===== src/rtl/seg_scan_ctrl.sv =====
// Four-digit multiplexed 7-segment scan controller.
// Double-buffered value, guard-band blanking, optional leading-zero blanking.
module seg_scan_ctrl #(
  parameter int CLK_DIV = 1000,
  parameter int GUARD   = 4
) (
  input  logic        CLK,
  input  logic        RST,
  input  logic [15:0] VALUE,
  input  logic        LOAD,
  input  logic        LZB,
  output logic [3:0]  NIBBLE,
  output logic [3:0]  AN,
  output logic        PENDING,
  output logic        FRAME
);

  localparam int CW = (CLK_DIV > 1) ? $clog2(CLK_DIV) : 1;
  localparam logic [CW-1:0] LAST = CW'(CLK_DIV - 1);
  localparam logic [CW-1:0] GRD  = CW'(GUARD);

  logic [CW-1:0] cnt;
  logic [1:0]    idx;
  logic [15:0]   shadow;
  logic [15:0]   pend_val;
  logic          pend;
  logic [3:0]    an_q;
  logic          frame_q;
  logic          last;
  logic          fend;
  logic          blank;
  logic          lit;

  always_comb begin
    last = (cnt == LAST);
    fend = last && (idx == 2'd3);
    blank = 1'b0;
    unique case (idx)
      2'd3: blank = LZB && (shadow[15:12] == 4'h0);
      2'd2: blank = LZB && (shadow[15:8] == 8'h00);
      2'd1: blank = LZB && (shadow[15:4] == 12'h000);
      2'd0: blank = 1'b0;
    endcase
    lit = (cnt >= GRD) && !blank;
    NIBBLE = shadow[{idx, 2'b00} +: 4];
  end

  always_ff @(posedge CLK) begin
    if (RST) begin
      cnt      <= '0;
      idx      <= 2'd0;
      shadow   <= 16'h0000;
      pend_val <= 16'h0000;
      pend     <= 1'b0;
      an_q     <= 4'b0000;
      frame_q  <= 1'b0;
    end else begin
      cnt     <= last ? '0 : cnt + 1'b1;
      idx     <= last ? idx + 2'd1 : idx;
      frame_q <= fend;
      an_q    <= lit ? (4'b0001 << idx) : 4'b0000;
      if (fend && pend) begin
        shadow <= pend_val;
        pend   <= 1'b0;
      end
      // A new load wins over the clear from a simultaneous transfer
      if (LOAD) begin
        pend_val <= VALUE;
        pend     <= 1'b1;
      end
    end
  end

  assign AN      = an_q;
  assign PENDING = pend;
  assign FRAME   = frame_q;

endmodule


===== config.mk =====
export PLATFORM = sky130hd
export DESIGN_NAME = seg_scan_ctrl
export DESIGN_NICKNAME = d
export VERILOG_FILES = /design/src/rtl/seg_scan_ctrl.sv
export SDC_FILE = /design/constraint.sdc
export NUM_CORES = 1
export LEC_CHECK = 0
export CAP_MARGIN = 20
export CORE_UTILIZATION = 30
export CTS_CLUSTER_SIZE = 25
export DETAILED_ROUTE_END_ITERATION = 10
export SLEW_MARGIN = 40
export SYNTH_ARGS = -nofsm -noshare
export SYNTH_HDL_FRONTEND = slang
export SYNTH_SLANG_ARGS = --single-unit

===== constraint.sdc =====
create_clock -name CLK -period 2.45 [get_ports CLK]
set_clock_uncertainty 0.15 [all_clocks]
set_input_delay 0.735 -clock CLK [delete_from_list [all_inputs] [get_ports CLK]]
set_output_delay 0.735 -clock CLK [all_outputs]
set_load 0.02 [all_outputs]

Word-level counts from Yosys, hierarchy flattened
Index checks and enable logic that the tools add are counted.
{ "op_classes": {"addsub": 2, "order_cmp": 1, "n_eq_ne": 4, "shifts": 2, "n_mux": 3, "n_bitwise": 1, "reduce_logical": 14} }
{ "ops": {"columns": ["operator", "count"], "rows": [
  ["variable part select 16 x 5 -> 4 bit", 1],
  ["zero test 12 bit", 1],
  ["adder 10 x 1 -> 10 bit, second input constant", 1],
  ["== test 10 bit, second input constant", 1],
  [">= comparator 10 x 3 -> 1 bit, second input constant", 1],
  ["zero test 8 bit", 1],
  ["logical AND 1 bit", 6],
  ["== test 2 bit, second input constant", 2],
  ["zero test 4 bit", 1],
  ["one-hot mux 1 bit (4 select lines)", 1],
  ["OR reduction 2 bit", 2],
  ["<< shifter 1 x 2 -> 4 bit, first input constant", 1],
  ["adder 2 x 1 -> 2 bit, second input constant", 1],
  ["== test 2 x 1 -> 1 bit, second input constant", 1],
  ["zero test 2 bit", 1],
  ["two-way mux 1 bit", 2],
  ["nonzero test 2 bit", 1],
  ["zero test 1 bit", 1],
  ["inverter 1 bit", 1]
]} }
{ "word_totals": {"ff_bits": 50, "input_bits": 20, "output_inout_bits": 10, "elab_cells": 34} }

Logic depth before layout (Yosys ltp)
Gate-level depths: netlist of run 1.
{ "depth": {"depth_word": 7, "ltp_mapped": 6, "depth_no_buf": 5} }

Least setup slack after synthesis of run 1
Ideal clock, no wire load.
{ "synth_timing": {"kind": "reg-to-output", "startpoint": "register idx[0]", "endpoint": "output NIBBLE[0]", "arrival_ps": 1251, "required_time_ps": 1565, "setup_slack_ps": 314, "path_stages_with_launch": 3, "n_path_buf": 1, "path_cell_list": "dfxtp_1 clkbuf_1 mux4_2"} }
{ "synth_via": {"elab_chain_cells": 1} }
{ "synth_rtl": {"columns": ["element", "line", "rtl"], "rows": [
  ["start, declared", "23", "logic [1:0] idx;"],
  ["start signal, assigned", "59", "idx <= last ? idx + 2'd1 : idx;"],
  ["variable part select 16 x 5 -> 4 bit", "45", "NIBBLE = shadow[{idx, 2'b00} +: 4];"],
  ["end, declared", "12", "output logic [3:0] NIBBLE,"]
]} }
No other way between the ends.

Worst setup path after layout of run 1
Same ends and word-level chain as after synthesis.

==> out/metrics.csv, run 1 <==
metric;value;unit
p_leak;0.9955;nW
cts_setup_buffers;0;
gr-total-overflow;0;
worstHoldStart;pend_val[2];
core;0.006794;sq mm
dp_cells;338;
end_kind;output port;
worstHoldEndpoint;shadow[2];
m1WireLength;2.090;mm
fp.dieW;86.08;microns
final_cell_mix;dfxtp_1, nand2_1, mux2i_1, clkdlybuf4s50_1, nor2_1;
critPathLaunchType;flop;
ys_warn_count;0;
route.detailed.drc;0;
wl;4.123;mm
detail_route.iter0.violations;55;
finalHoldViolCount;0;
dr.max_layer_used;met4;
avgRoutedWirePerCell;11.92;microns
cts.reportedPaths.clkPinSlew;0.09;ns
synthCells;215;
cts_buffer_depth;2;
fin_nets;275;
antenna_found_initial;0;
synth_async_sr_flop_share;0;
syn-cell-area;0.002121;sq mm
reg2reg_from;idx[1];
gp_congestion;0.7706;
cp_data_required_time;1.56;ns
final-max-slew-violation-count;0;
start_util;0.3122;
synth_cell_type_count;34;
hold_class;flop to flop;
r2r-end;AN[3];
ir_drop;0.2004;mV
cp.arrival;1.51;ns
finalSetupViolCount;0;
synthFlopType;dfxtp_1;
synth-seq-area-share;0.4720;
first_pass_iters;4;
port_buffers;29;
drive_gt1_frac;0.1160;
rsz0062_at_grt;false;
cp_max_fo;5;
cts_made_buffers;5;
period_share;0.9772;
die_h;86.08;microns
syn-mean-instance-area;9.864;sq um
r2r_slack;0.46;ns
clock.fmax;0.4177;GHz
die_area;0.007410;sq mm
synth-seq-cells;50;
area_growth_syn_to_layout;26.31;%
grt_pass1_wl;7.024;mm
vias_per_cell;4.561;
grt_pass1_vias;1470;
dp_hpwl;2.933;mm
cts-htree-levels;2;
dr_wl_met2;1.790;mm
dr_total_vias;1578;
netlist.top_cell.by_area;dfxtp_1;
rr_worst_depth;6;
outcome;completed;
synth_edf_count;0;
dpl_worst_slack;0.02582;ns
cts_hold_buf;0;
fin_cells;346;
relSlewSlack;0.5807;
grt_usage;0.1218;
cts.sinks;50;
ant_nets;0;
yosys-top-cells-area;dfxtp_1, mux2i_1, nand2_1, mux4_2, nor2_1;
rows;30;
worstMarginPinSlew;0.6251;ns
clock_latency;0.31;ns
syn_nets;241;
final_common_cell;dfxtp_1;
met3_length;166;microns
finalWorstSetupSlack;0.05593;ns
maxCapViolations;0;
antennaDiodeCount;0;
synth_top_area_frac;0.4720;
p_per_area;574.4;mW/mm^2
fin_tns_setup;0;ns
tritoncts;built;
ctsRootBufferMaster;clkbuf_8;
layout_min_cycle_time;2.394;ns
pin_count;30;
critical_path_class;flop to output port;
grt_max_degree;36;
hold_depth;2;
-- worst max path at each step --
stage                start  cells after the start   endpoint
floorplan           idx[0]                      2  NIBBLE[0]
global placement    idx[0]                      2  NIBBLE[0]
detailed placement  idx[0]                      2  NIBBLE[0]
CTS                 idx[0]                      2  NIBBLE[0]
global route        idx[0]                      2  NIBBLE[0]
finish              idx[0]                      2  NIBBLE[0]
-- synthesized netlist by cell type (4+ instances only) --
library cell  number
o21ai_0            4
mux2i_1           33
ha_1               6
a21oi_1            5
dfxtp_1           50
nor2_1            24
nand2_1           38
inv_1              7
a2111oi_0          4
clkbuf_1           8
mux4_2             4
-- critical path, stage by stage, from the launching register on --
cell and delay (ns):
dfxtp_4 0.39, mux4_2 0.51, clkdlybuf4s15_1 0.30
-- registers in the layout, summed over array words and instances (netlist names) --
| name | cells |
|---|---|
| FRAME | 1 |
| shadow | 16 |
| AN | 4 |
| idx | 2 |
| PENDING | 1 |
| cnt | 10 |
| pend_val | 16 |
-- where the power goes --
part	switching, mW	internal [mW]	total (mW)	leakage (nW)
combinational	0.0482	0.0589	0.107	0.529
clock	0.279	0.306	0.585	0.0585
sequential	0.0138	0.833	0.846	0.408
total	0.341	1.20	1.54	0.996
-- cell type report --
cell class,instances,area (sq um)
Inverter,8,30.03
Clock buffer,5,68.82
Clock inverter,3,43.79
Fill cell,679,4115
Tap cell,96,120.1
Timing Repair Buffer,37,361.6
Multi-Input combinational cell,147,1049
Sequential cell,50,1006
-- stage by stage --
stage / cell area [sq um] / power (mW) / hold slack (ns) / util
5_1_grt: 2679 / 1.604 / 0.3343 / 0.3943
3_3_place_gp: 2557 / 0.9723 / 0.2947 / 0.3764
6_report: 2679 / 1.539 / 0.3144 / 0.3943
2_1_floorplan: 2121 / 0.9205 / 0.2797 / -
4_1_cts: 2674 / 1.562 / 0.3158 / 0.3936
3_5_place_dp: 2562 / 0.9761 / 0.2976 / 0.3772
-- layer usage --
| layer | up-vias | GRT usage |
|---|---|---|
| met4 | 0 | 0.05455 |
| met1 | 731 | 0.1581 |
| met5 | - | 0 |
| met2 | 25 | 0.1890 |
| li1 | 816 | - |
| met3 | 6 | 0.03272 |
-- timing repair --
action	4_1_cts	5_1_grt
resized for setup	6	4
pin swaps	0	0
setup endpoints to repair	4	4
gates cloned	0	0
-- kinds of logic after synthesis --
kind of cell               after synthesis  synth area share
xor gates and xnor gates                 3           0.01239
AOI/OAI and AO/OA                       19           0.06077
buffers and inverters                   18           0.03599
and+or+nand+nor                         81            0.1799
DFF                                     50            0.4720
muxes                                   38            0.2035
adders and majority gates                6           0.03540
(Power assumes the default switching activity.)
==> run 2: changes to the inputs <==
--- a/config.mk
+++ b/config.mk
@@ -6,6 +6,7 @@
 export NUM_CORES = 1
 export LEC_CHECK = 0
 export CAP_MARGIN = 20
+export CORE_ASPECT_RATIO = 0.6
 export CORE_UTILIZATION = 30
 export CTS_CLUSTER_SIZE = 25
 export DETAILED_ROUTE_END_ITERATION = 10
==> run 2 against run 1 <==
  * Fmax hardly changed
  * Final cell count is 3.5% lower
  * Highest routed layer unchanged
  * Register-to-register slack worse by 0.08 ns
  * Die area is 0.14% higher
  * Combinational power hardly changed
  * Largest power group unchanged
  * Sequential share of layout area is 0.39 points lower
  * Critical path depth stayed put
  * Worst hold slack worse by 0.0087 ns
  * First-iteration DRC count is 35% lower
==> out/metrics.csv, run 2 (synthesized netlist as in run 1, its figures left out) <==
metric;value;unit
dp_cells;327;
fin_tns_setup;0;ns
cts.sinks;50;
rsz0062_at_grt;false;
layout_min_cycle_time;2.395;ns
largestRegisters;pend_val: 16 flops, shadow: 16 flops, cnt: 10 flops;
grt_usage;0.1314;
final_cell_mix;dfxtp_1, nand2_1, mux2i_1, clkdlybuf4s50_1, nor2_1;
clock_latency;0.29;ns
outcome;completed;
pin_count;30;
cts_hold_buf;0;
dpl_worst_slack;0.03230;ns
grt_pass1_wl;7.389;mm
detail_route.iter0.violations;36;
cts_resized;5;
p_leak;1.020;nW
die_area;0.007420;sq mm
postPlaceCellArea;0.002536;sq mm
critPathLaunchType;flop;
final-max-slew-violation-count;0;
core;0.006763;sq mm
fp.dieW;110.5;microns
tritoncts;built;
dp_hpwl;3.240;mm
worstMarginPinSlew;0.6530;ns
grt_max_degree;36;
hold_class;flop to flop;
cts.reportedPaths.clkPinSlew;0.07;ns
clock.fmax;0.4175;GHz
crit_slowest_cell;mux4_2;
stdcell_area;0.002704;sq mm
cts-htree-levels;2;
finalSetupViolCount;0;
finalPower;1.743;mW
drive_gt1_frac;0.1012;
fin_cells;334;
end_kind;output port;
die_h;67.13;microns
finalWorstSetupSlack;0.05502;ns
rows;23;
start_util;0.3136;
area_growth_syn_to_layout;27.49;%
dr_total_vias;1598;
ir_drop;0.3402;mV
final_common_cell;dfxtp_1;
antenna_found_initial;0;
port_buffers;29;
route.detailed.drc;0;
p_per_area;644.5;mW/mm^2
avgRoutedWirePerCell;13.46;microns
cp_max_fo;4;
gr-total-overflow;0;
ctsRootBufferMaster;clkbuf_16;
cts_buffer_depth;2;
cts_made_buffers;5;
fin_nets;273;
hold_slack;0.3057;ns
grt_pass1_vias;1432;
vias_per_cell;4.784;
antennaDiodeCount;0;
ant_nets;0;
critical_path_class;flop to output port;
cts_setup_buffers;0;
cp_data_required_time;1.56;ns
relSlewSlack;0.5620;
crit_path_max_incr_delay;0.50;ns
period_share;0.9775;
cp.arrival;1.51;ns
first_pass_iters;4;
wl;4.496;mm
r2r_slack;0.38;ns
finalHoldViolCount;0;
gp_congestion;0.7767;
crit_chain;mux4_2 -> dlygate4sd2_1;
maxCapViolations;0;
utilization;0.3998;
## run 2: changes by cell type in the layout (fill, tap and decap cells not counted), sizes merged
cell	previous run	this run
buf	8	6
clkbuf	5	6
clkdlybuf4s15	3	0
clkinv	1	0
dlygate4sd2	1	4
inv	9	8
## run 2: layout make-up
class                      count  area [sq um]
inverter                       8         30.03
fill                         654          4059
tap                           87         108.9
sequential                    50          1005
clock inverter                 1         30.03
multi-input combinational    147          1049
timing repair buffer          35         342.8
clock buffer                   6         138.9
## run 2: final timing paths
| kind | start | to | depth (start not counted) |
|---|---|---|---|
| max | idx[0] | NIBBLE[0] | 2 |
| min | pend_val[0] | shadow[0] | 2 |
| max reg2reg | idx[0] | AN[3] | 6 |
| min reg2reg | pend_val[0] | shadow[0] | 2 |
## run 2: metal layers
metal | wire length (microns) | up-vias | track usage
li1 | - | 809 | -
met1 | 2399 | 744 | 0.1888
met2 | 1844 | 38 | 0.1918
met3 | 222 | 7 | 0.03640
met4 | 29 | 0 | 0.03500
met5 | 0 | - | 0
## run 2: worst max-delay path: cells and delay by family, from the launching register on
family,cells,cell delay (ns)
multiplexers,1,0.50
flip-flops,1,0.38
buffers and inverters,1,0.33
## run 2: power by group
| group | internal, mW | switching [mW] |
|---|---|---|
| Combinational | 0.0588 | 0.0484 |
| Clock | 0.504 | 0.285 |
| Sequential | 0.833 | 0.0135 |
| Total | 1.40 | 0.347 |
==> run 3: changes to the inputs <==
--- a/config.mk
+++ b/config.mk
@@ -7,9 +7,10 @@
 export LEC_CHECK = 0
 export CAP_MARGIN = 20
 export CORE_ASPECT_RATIO = 0.6
-export CORE_UTILIZATION = 30
+export CORE_UTILIZATION = 53
 export CTS_CLUSTER_SIZE = 25
 export DETAILED_ROUTE_END_ITERATION = 10
+export PLACE_DENSITY = 0.78
 export SLEW_MARGIN = 40
 export SYNTH_ARGS = -nofsm -noshare
 export SYNTH_HDL_FRONTEND = slang
==> run 3 against run 2 <==
  * First-iteration DRC count up 100%
  * Wire length down 2.2%
  * Flip-flop and latch count unchanged
  * Final cell count decreased by 11%
  * Non-clock buffer count up 2
  * Critical endpoint is now NIBBLE[1]
  * Largest cell class unchanged
==> out/metrics.csv, run 3 (synthesized netlist as in run 1, its figures left out) <==
metric;value;unit
outcome;completed;
cts.sinks;50;
fin_nets;275;
cts-htree-levels;2;
cp_data_required_time;1.56;ns
gr-total-overflow;0;
maxCapViolations;0;
finalHoldViolCount;0;
cts.reportedPaths.clkPinSlew;0.09;ns
crit_chain;mux4_2 -> clkdlybuf4s15_1;
rr_worst_depth;6;
fill_cells;294;
clock_latency;0.30;ns
grt_pass1_vias;1565;
final-max-slew-violation-count;0;
p_leak;0.9966;nW
utilization;0.7012;
critical_path_buf_inv_count;1;
p_per_area;623.1;mW/mm^2
grt_max_degree;36;
area_growth_syn_to_layout;23.78;%
start_util;0.5665;
postPlaceCellArea;0.002489;sq mm
rsz0062_at_grt;false;
worstMarginPinSlew;0.7264;ns
grt_pass1_wl;7.293;mm
hold_depth;2;
crit_slowest_cell;mux4_2;
rows;17;
wl;4.395;mm
dr_total_vias;1646;
ir_drop;0.4222;mV
stdcell_area;0.002625;sq mm
finalSetupViolCount;0;
end_kind;output port;
hold_class;flop to flop;
fp.dieW;83.67;microns
critical_path_depth;2;
ctsRootBufferMaster;clkbuf_8;
dp_hpwl;3.127;mm
grt_usage;0.2245;
critical_path_class;flop to output port;
largestRegisters;pend_val: 16 flops, shadow: 16 flops, cnt: 10 flops;
die_h;51;microns
detail_route.iter0.violations;73;
cts_made_buffers;5;
pin_count;30;
fin_cells;297;
first_pass_iters;4;
gp_congestion;0.8243;
cp_max_fo;5;
cts_hold_buf;0;
avgRoutedWirePerCell;14.80;microns
critical-path-top-delay-family;multiplexers;
critPathLaunchType;flop;
clock.fmax;0.4196;GHz
layout_min_cycle_time;2.383;ns
dp_cells;289;
relSlewSlack;0.5128;
crit_path_max_incr_delay;0.50;ns
cts_buffer_depth;2;
fin_tns_setup;0;ns
die_area;0.004267;sq mm
cp.arrival;1.50;ns
vias_per_cell;5.542;
tritoncts;built;
final_common_cell;dfxtp_1;
route.detailed.drc;0;
port_buffers;29;
core;0.003744;sq mm
period_share;0.9728;
antenna_found_initial;0;
antennaDiodeCount;0;
hold_slack;0.3108;ns
final_cell_mix;dfxtp_1, nand2_1, mux2i_1, clkdlybuf4s50_1, nor2_1;
ant_nets;0;
drive_gt1_frac;0.1160;
run 3: cell types whose count changed in the layout (fill, tap and decap cells not counted):
cell             change
clkbuf_16            -5
clkbuf_8             +4
dlygate4sd2_1        -4
buf_4                +3
clkdlybuf4s15_1      +3
buf_12               -1
bufinv_16            +1
clkbuf_2             +1
clkinv_4             +1
run 3: final timing paths:
path          startpoint        end  slack [ns]
min reg2reg  pend_val[0]  shadow[0]        0.31
max               idx[0]  NIBBLE[1]        0.07
max reg2reg       idx[1]      AN[3]        0.35
min          pend_val[0]  shadow[0]        0.31
run 3: metrics by stage:
stage                     power [mW]  setup slack [ns]
after floorplan               0.9205            0.3135
final                          1.636           0.06663
after global placement        0.9677           0.03867
after global routing           1.701           0.01130
after CTS                      1.644           0.01772
after detailed placement      0.9719         -0.007829
run 3: cell type report:
class                   count  area [sq um]  area share
inverters                   8         30.03     0.01144
repair buffers             37         345.3      0.1316
multi-input cells         147          1049      0.3994
flip-flops and latches     50          1005      0.3827
clock inverters             3         68.82     0.02622
well taps                  47         58.81     0.02240
clock buffers               5         68.82     0.02622
run 3: timing repair:
item | in CTS | in global routing
buffers inserted | 0 | 0
pin swaps | 0 | 0
endpoints found under the setup margin | 4 | 4
gates resized for setup | 7 | 4
hold endpoints to repair | 0 | 0
run 3: where the power goes:
part / internal, mW / switching (mW) / leakage (nW) / total (mW)
clock network: 0.409 / 0.275 / 0.0683 / 0.684
registers: 0.833 / 0.0137 / 0.408 / 0.846
logic: 0.0567 / 0.0488 / 0.521 / 0.105
total: 1.30 / 0.338 / 0.997 / 1.64
run 3: tightest hold or removal path, cell delays in order (launching register included):
cell and delay, ns:
dfxtp_1 0.32, nand2_1 0.05, mux2i_1 0.05
run 3: metal layers:
metal | up-vias | routed length [microns] | track usage
met2 | 61 | 1913 | 0.3537
met1 | 758 | 2122 | 0.3004
li1 | 819 | - | -
met4 | 0 | 59 | 0.09887
met3 | 8 | 301 | 0.05008
met5 | - | 0 | 0
==> patch, RTL diff (config.mk and constraints of run 2) <==
The parameter `CLK_DIV` goes from 1000 to 500.
--- a/src/rtl/seg_scan_ctrl.sv
+++ b/src/rtl/seg_scan_ctrl.sv
@@ -3,3 +3,3 @@
 module seg_scan_ctrl #(
-  parameter int CLK_DIV = 1000,
+  parameter int CLK_DIV = 500,
   parameter int GUARD   = 4
Check against the original RTL: same outputs for any inputs over 10 cycles, from zero or initial values and one cycle with RST high; that may be too few to reach the edited logic, so the function may still have changed.
==> patch against run 2 <==
Worst hold slack better by 0.042 ns. Total power fell by 20%. Wire length decreased by 13%. Synthesized area decreased by 4.9%. Non-clock buffer count increased by 1. Largest power group unchanged. Sequential cell count fell by 1. Global-route usage fell by 0.69 points. Final area decreased by 7.6%. Setup slack better by 0.00051 ns.
==> patch: results (changes against run 2) <==
CRITICAL PATH
------------------------------------------------------------------------------------------------------
Reg-to-reg setup timing slack                                                                  0.54 ns   +0.16 ns
Cell count of the worst reg-to-reg path                                                              7   +1
Slowest cell on the critical path                                                         sky130_fd_sc_hd__mux4_2
Crit-path max FO                                                                                     3   -1
Worst setup path endpoint                                                                    NIBBLE[0]
Type of element launching the critical path                                                  flip-flop

SYNTHESIS
------------------------------------------------------------------------------------------------------
Number of distinct library cells after synthesis                                                    29   -15%
Most frequent cells after synthesis                                                       51 x sky130_fd_sc_hd__nor2_1, 49 x sky130_fd_sc_hd__dfxtp_1, 33 x sky130_fd_sc_hd__mux2i_1
Synth warnings                                                                                       0   unchanged
Biggest area contributors in the synthesized netlist                                      sky130_fd_sc_hd__dfxtp_1 49%, sky130_fd_sc_hd__mux2i_1 16%, sky130_fd_sc_hd__nor2_1 9.5%, sky130_fd_sc_hd__mux4_2 4.5%, sky130_fd_sc_hd__ha_1 3.7%
Proportion of synthesized chip area in sequential cells                                          48.6%   +1.4 points

FINISH
------------------------------------------------------------------------------------------------------
Proportion of layout cells with a drive suffix above 1                                           11.8%   +1.7 points
Final layout net count                                                                             254   -7.0%
Filler Cells Inserted                                                                              636   -2.8%
Leading registers by flop count                                                           pend_val: 16 flops, shadow: 16 flops, cnt: 9 flops

GRT
------------------------------------------------------------------------------------------------------
Via count of the first global-routing pass                                                        1294   -9.6%
First-pass GRT wire length                                                                     6.50 mm   -12%
Pin count of the biggest net entering global routing                                                24   -33%
Global router's overall resource usage                                                           12.4%   -0.69 points

TIMING
------------------------------------------------------------------------------------------------------
Worst Tran Pin Value                                                                          0.680 ns   +0.0265 ns
Worst slack on hold paths                                                                     0.348 ns   +0.0422 ns

OUTCOME
------------------------------------------------------------------------------------------------------
Status                                                                                       completed

POWER
------------------------------------------------------------------------------------------------------
Leakage power figure                                                                          0.940 nW   -7.8%

CLOCK NETWORK
------------------------------------------------------------------------------------------------------
Clock transition at the register clock pins on the worst setup and hold paths after CTS        0.09 ns   +0.02 ns
Clk root buf                                                                              sky130_fd_sc_hd__clkbuf_8

PLACED DESIGN
------------------------------------------------------------------------------------------------------
Instance area at placement                                                                   2420 um^2   -4.6%
Half-perimeter wire length after placement                                                     2.85 mm   -12%
RD Place Congestion                                                                              0.709   -8.7%

DRT
------------------------------------------------------------------------------------------------------
Overall routed net length                                                                      3.93 mm   -13%

==> patch: changes by cell type in the layout (fill, tap and decap cells not counted), moves of 5 or more <==
| cell | run 2 | this run |
|---|---|---|
| sky130_fd_sc_hd__nor2_1 | 24 | 51 |
| sky130_fd_sc_hd__nand2_1 | 38 | 4 |
| sky130_fd_sc_hd__clkbuf_16 | 5 | 0 |
| sky130_fd_sc_hd__xnor2_1 | 1 | 7 |
==> patch: where the power goes <==
part | internal (W) | total (W) | leakage [nW] | switching, W
combinational | 0.0000562 | 0.0000982 | 0.503 | 0.0000420
clock | 0.000201 | 0.000460 | 0.0374 | 0.000259
sequential | 0.000817 | 0.000833 | 0.400 | 0.0000153
==> patch: worst max-delay path: cells and delay by family, from the launching register on <==
family                 cells  cell delay, ns
multiplexers               1            0.50
flip-flops                 1            0.37
buffers and inverters      1            0.34
==> patch: layer usage <==
metal | wire (um) | vias to the layer above | global-route usage, % | part of all wire, %
li1 | - | 720 | - | -
met1 | 2150 | 621 | 18.6 | 55
met2 | 1460 | 38 | 15.3 | 37
met3 | 282 | 2 | 4.46 | 7.2
met4 | 40 | 0 | 5.65 | 1.0
met5 | 0 | - | 0 | 0
==> patch: how the worst min path moves through the flow <==
stage	start	end	cells past startpoint
final	cnt[0]	cnt[0]	1
after global routing	cnt[0]	cnt[0]	1
after CTS	cnt[0]	cnt[0]	1
after detailed placement	cnt[0]	cnt[0]	1
after global placement	cnt[0]	cnt[0]	1
after floorplan	cnt[0]	cnt[0]	1
==> patch: final cells by class <==
| cell class | count | share of cell area (%) |
|---|---|---|
| multi-input cells | 128 | 38.4 |
| clock buffers | 6 | 2.91 |
| well taps | 84 | 4.21 |
| flip-flops and latches | 49 | 39.4 |
| clock inverters | 2 | 0.601 |
| inverters | 8 | 1.20 |
| repair buffers | 36 | 13.3 |
==> patch: metrics by stage <==
step / util, % / setup WS [ns] / power [W] / cells
final: 39.6 / 0.0555 / 0.00139 / 313
after global routing: 39.6 / 0.00541 / 0.00147 / 313
after CTS: 39.7 / 0.0135 / 0.00141 / 313
after detailed placement: 38.4 / 0.0550 / 0.000951 / 305
after global placement: 38.4 / 0.0695 / 0.000949 / 305
after floorplan: - / 0.284 / 0.000900 / 195
==> patch: timing repair <==
action                     CTS  global route
cloned                       0             0
setup endpoints to repair    4             3
resized for setup            7             4
==> patch: cell families (layout without fill, tap and decap cells) <==
| logic type | after synthesis | count (layout) | synth area share, % |
|---|---|---|---|
| adders and majority gates | 6 | 6 | 3.72 |
| xor gates and xnor gates | 8 | 8 | 3.47 |
| muxes | 37 | 37 | 20.8 |
| buffers and inverters | 18 | 52 | 3.78 |
| DFF | 49 | 49 | 48.6 |
| AOI/OAI and AO/OA | 3 | 3 | 0.993 |
| and+or+nand+nor | 74 | 74 | 18.5 |
